===== src/rtl/volume_ctrl.sv =====
// Saturating volume controller with press-and-hold auto-repeat.
// Optional mute toggle is built only when VOL_MUTE_EN is defined.
module volume_ctrl #(
  parameter int VOL_W         = 3,
  parameter int VOL_MAX       = 7,
  parameter int VOL_INIT      = 3,
  parameter int AMP_W         = 16,
  parameter int AMP_STEP      = 4096,
  parameter int REPEAT_DELAY  = 32,
  parameter int REPEAT_PERIOD = 8
) (
  input  logic             clk,
  input  logic             rst_n,
  input  logic             up_pulse,
  input  logic             down_pulse,
  input  logic             up_held,
  input  logic             down_held,
  input  logic             mute_pulse,
  output logic [VOL_W-1:0] vol_level,
  output logic [AMP_W-1:0] amp,
  output logic             vol_changed,
  output logic             at_max,
  output logic             at_min,
  output logic             muted,
  output logic [1:0]       dbg_state
);

  localparam int CNT_MAX = (REPEAT_DELAY > REPEAT_PERIOD) ? REPEAT_DELAY : REPEAT_PERIOD;
  localparam int CNT_W   = (CNT_MAX > 1) ? $clog2(CNT_MAX) : 1;

  localparam logic [CNT_W-1:0] DELAY_LAST  = CNT_W'(REPEAT_DELAY - 1);
  localparam logic [CNT_W-1:0] PERIOD_LAST = CNT_W'(REPEAT_PERIOD - 1);
  localparam logic [VOL_W-1:0] LVL_MAX     = VOL_W'(VOL_MAX);
  localparam logic [VOL_W-1:0] LVL_INIT    = VOL_W'(VOL_INIT);
  localparam logic [AMP_W-1:0] AMP_STEP_W  = AMP_W'(AMP_STEP);
  localparam logic [AMP_W-1:0] AMP_INIT    = AMP_W'(VOL_INIT * AMP_STEP);

  typedef enum logic [1:0] {
    S_IDLE   = 2'd0,
    S_DELAY  = 2'd1,
    S_REPEAT = 2'd2
  } state_t;

  state_t           state;
  logic [CNT_W-1:0] cnt;
  logic             dir_up;

  logic             both_pulse;
  logic             start_up;
  logic             start_dn;
  logic             start_any;
  logic             hold_alone;
  logic             cnt_hit;
  logic             auto_step;
  logic             step_up;
  logic             step_dn;
  logic [VOL_W-1:0] level_nxt;
  logic             changed_nxt;
  logic             muted_nxt;
  logic [AMP_W-1:0] amp_nxt;

  // A single pulse starts a new press unless it repeats the direction already held.
  always_comb begin
    both_pulse  = up_pulse & down_pulse;
    start_up    = up_pulse & ~down_pulse & ((state == S_IDLE) | ~dir_up);
    start_dn    = down_pulse & ~up_pulse & ((state == S_IDLE) | dir_up);
    start_any   = start_up | start_dn;
    hold_alone  = dir_up ? (up_held & ~down_held) : (down_held & ~up_held);
    cnt_hit     = (state == S_DELAY) ? (cnt == DELAY_LAST) : (cnt == PERIOD_LAST);
    auto_step   = (state != S_IDLE) & ~both_pulse & ~start_any & hold_alone & cnt_hit;
    step_up     = start_up | (auto_step & dir_up);
    step_dn     = start_dn | (auto_step & ~dir_up);
    level_nxt   = vol_level;
    changed_nxt = 1'b0;
    if (step_up && (vol_level != LVL_MAX)) begin
      level_nxt   = vol_level + VOL_W'(1);
      changed_nxt = 1'b1;
    end else if (step_dn && (vol_level != '0)) begin
      level_nxt   = vol_level - VOL_W'(1);
      changed_nxt = 1'b1;
    end
    amp_nxt = muted_nxt ? '0 : (AMP_W'(level_nxt) * AMP_STEP_W);
  end

`ifdef VOL_MUTE_EN
  assign muted_nxt = muted ^ mute_pulse;

  always_ff @(posedge clk or negedge rst_n) begin
    if (!rst_n) muted <= 1'b0;
    else        muted <= muted_nxt;
  end
`else
  logic unused_mute_pulse;
  assign unused_mute_pulse = mute_pulse;
  assign muted_nxt         = 1'b0;
  assign muted             = 1'b0;
`endif

  always_ff @(posedge clk or negedge rst_n) begin
    if (!rst_n) begin
      state       <= S_IDLE;
      cnt         <= '0;
      dir_up      <= 1'b1;
      vol_level   <= LVL_INIT;
      amp         <= AMP_INIT;
      vol_changed <= 1'b0;
    end else begin
      vol_level   <= level_nxt;
      amp         <= amp_nxt;
      vol_changed <= changed_nxt;
      if (start_any) begin
        state  <= S_DELAY;
        cnt    <= '0;
        dir_up <= start_up;
      end else if (state != S_IDLE) begin
        if (both_pulse || !hold_alone) begin
          state <= S_IDLE;
          cnt   <= '0;
        end else if (cnt_hit) begin
          state <= S_REPEAT;
          cnt   <= '0;
        end else begin
          cnt <= cnt + CNT_W'(1);
        end
      end
    end
  end

  assign at_max    = (vol_level == LVL_MAX);
  assign at_min    = (vol_level == '0);
  assign dbg_state = state;

endmodule

===== config.mk =====
export PLATFORM = sky130hd
export DESIGN_NAME = volume_ctrl
export DESIGN_NICKNAME = d
export VERILOG_FILES = /design/src/rtl/volume_ctrl.sv
export SDC_FILE = /design/constraint.sdc
export NUM_CORES = 1
export LEC_CHECK = 0
export ABC_AREA = 1
export BUFFER_PORTS_ARGS = -buffer_cell sky130_fd_sc_hd__buf_2
export CAP_MARGIN = 20
export CORE_MARGIN = 2
export CORE_UTILIZATION = 48
export CTS_CLUSTER_DIAMETER = 200
export DETAILED_ROUTE_END_ITERATION = 10
export GPL_TIMING_DRIVEN = 0
export PLACE_DENSITY = 0.76
export SYNTH_ARGS = -nofsm -noshare
export SYNTH_HDL_FRONTEND = slang
export SYNTH_SLANG_ARGS = --single-unit

===== constraint.sdc =====
create_clock -name clk -period 2.31 [get_ports clk]
set_input_delay 0.462 -clock clk [delete_from_list [all_inputs] [get_ports clk]]
set_output_delay 0.462 -clock clk [all_outputs]
set_load 0.005 [all_outputs]

==> out/qor.yml <==
critical-path-slowest-cell: "fa_1"
rsz0062_at_grt: "no"
setup_viol: 0
synth_ff_type: "dfrtp_1"
power.leakage_nw: 0.616
place_ws_ns: 0.243
grt_pass1_vias: 658
cp_top_family: "simple AND/OR/NAND/NOR gates"
cts_sinks: 12
antenna_found_initial: 0
drive_gt1_frac: 0.396
finalCritPeriodShare: 0.894
worst-setup-path-type: "flip-flop to flip-flop"
num_vias: 770
overflow: 0
skew_ns: 0.00134
post_cts_resized: 0
first_iter_violations: 14
max_stage_delay_ns: 0.40
synth-simple-area-share: 0.299
die_x_um: 47.4
synth_compound_area_frac: 0.0762
finalCriticalPeriod_ns: 2.07
ir_drop_mv: 0.432
hold_viol: 0
fillCellCount: 156
cp-end-kind: "flip-flop"
yosysTopAreaCell: "dfrtp_1"
vias_per_cell: 4.43
coreArea_um2: 1750
io_pins: 32
ys_seq_elements: 12
synth_top_area_share: 0.249
wirelength_mm: 1.49
grt.total_usage: 0.155
post_cts_buffers: 0
max_cap_violations: 0
worst_ep_arrival_time_ns: 2.23
post_dp_cell_area_um2: 1060
met1_usage: 0.183
final_cell_mix: "inv_1 (19), nand2_1 (17), buf_4 (17)"
cts_max_path_buffers: 2
cts-root-buf: "clkbuf_4"
diodes: 0
layout_commonest_cell: "inv_1"
row_count: 15
syn_inst: 116
grt_pass1_wl_mm: 2.47
path_cells: "ha_1 > nand2_1 > inv_1 > nand2_1 > nor2_2 > nand4_1 > nand2_1 > nand2_2 > fa_1 > inv_1 > nand3_2 > nand3_1 > nand2_1"
cts_tree: "yes"
synth_top_family_by_area: "simple AND/OR/NAND/NOR gates"
first_pass_iters: 4
yosysWarningCount: 0
seq_area_frac_synth: 0.337
numCtsBuffers: 3
dp_hpwl_mm: 1.25
final_max_slew_viol_count: 0
ant_nets: 0
synth_edf_count: 0
grt_max_degree: 13
busiest_layer: "met2"
use_met2: 0.268
hp-class: "input port to async pin"
muxShareOfSynthArea: 0
die_h_um: 47.4
areaGrowthSynthToFinish_pct: 21.7
die_area_um2: 2240
fin_nets: 159
ys_types: 27
max_freq_mhz: 484
finalWeightedCongestion: 0.714
synthArstFlopShare: 1.00
start_kind: "flip-flop"
crit_buf_inv: 2
port_buffers: 16
cts-hold-fix-buffers: 0
drcViolationCount: 0
crit_required_ns: 2.47
synthTopCellsByArea: "dfrtp_1 (25%), buf_4 (14%), dfstp_2 (8.7%)"
cp_common_cell: "nand2_1"
p_per_area_nw_per_um2: 876
setup_tns_ns: 0
clkTransAtPathRegs_ns: 0.08
worstPathMaxFanout: 4
outcome: "finished, final reports clean"
final_cell_area_um2: 1100
insertion_delay_ns: 0.26
syn_avg_cell_area_um2: 7.79
layout_setup_ws_ns: 0.245
htreeDepth: 1
drt-wirelength-per-cell_um: 8.57
initial_core_util: 0.518
synth_xor_area_frac: 0.0194
grt.met3_usage: 0.0231
synthesis.area_um2: 903
synth-adder-area-share: 0.0360
routing by layer:
metal / share of wire / up-vias / routed length (µm)
met2: 0.51 / 24 / 754
met4: 0.013 / 0 / 19
met5: 0 / - / 0
li1: - / 397 / -
met3: 0.054 / 2 / 81
met1: 0.43 / 347 / 634
cell usage after synthesis, drive strengths merged, types with 2 or more instances:
master  number
a21oi        2
nand3        6
nand4        2
inv         21
o21ai        4
dfstp        3
xor2         2
nand2       27
dfrtp        9
buf         17
nor2        12
nor3         3
metrics by stage:
| stage | hold slack [ns] | utilization | cells | power (mW) |
|---|---|---|---|---|
| after global routing | 0.0648 | 0.630 | 174 | 1.06 |
| final | 0.0603 | 0.630 | 174 | 0.963 |
| after floorplan | 0.166 | - | 129 | 0.668 |
| after global placement | 0.354 | 0.609 | 170 | 0.785 |
| after detailed placement | 0.362 | 0.609 | 170 | 0.809 |
| after CTS | 0.0708 | 0.630 | 174 | 0.974 |
area by class of cell:
type | count | area (µm²) | share of cell area
Multi-Input combinational cell | 79 | 442 | 0.402
Sequential cell | 12 | 304 | 0.276
Buffer | 17 | 128 | 0.116
Timing Repair Buffer | 16 | 80.1 | 0.0728
Inverter | 21 | 78.8 | 0.0717
Clock buffer | 4 | 36.3 | 0.0330
Tap cell | 25 | 31.3 | 0.0284
state kept, by name, indices dropped and copies added (netlist names):
signal / count
cnt: 5
amp: 3
dbg_state: 2
dir_up: 1
vol_changed: 1
cell families (layout without fill, tap and decap cells):
family / Yosys count / count (layout)
simple gates: 51 / 51
buf+inv: 38 / 58
flops: 12 / 12
compound gates: 10 / 10
fa+ha+maj: 2 / 2
xor+xnor: 2 / 2
other cells: 1 / 14
power by group:
| group | switching [mW] | leakage (nW) | internal (mW) |
|---|---|---|---|
| sequential | 0.0620 | 0.151 | 0.281 |
| clock | 0.0691 | 0.0210 | 0.0955 |
| combinational | 0.250 | 0.444 | 0.206 |
| total | 0.381 | 0.616 | 0.582 |
worst paths after layout:
| check | startpoint | end | slack (ns) | cells past startpoint |
|---|---|---|---|---|
| max in group asynchronous | rst_n | dir_up | 1.98 | 1 |
| worst min-delay path | rst_n | cnt[1] | 0.06 | 1 |
| worst min register to register | cnt[1] | cnt[1] | 0.54 | 1 |
| worst max register to register | cnt[0] | amp[14] | 0.24 | 13 |
| worst max-delay path | cnt[0] | amp[14] | 0.24 | 13 |
| min in group clk | down_pulse | dir_up | 0.50 | 4 |
Note: power is estimated with default switching activity, not from simulation.
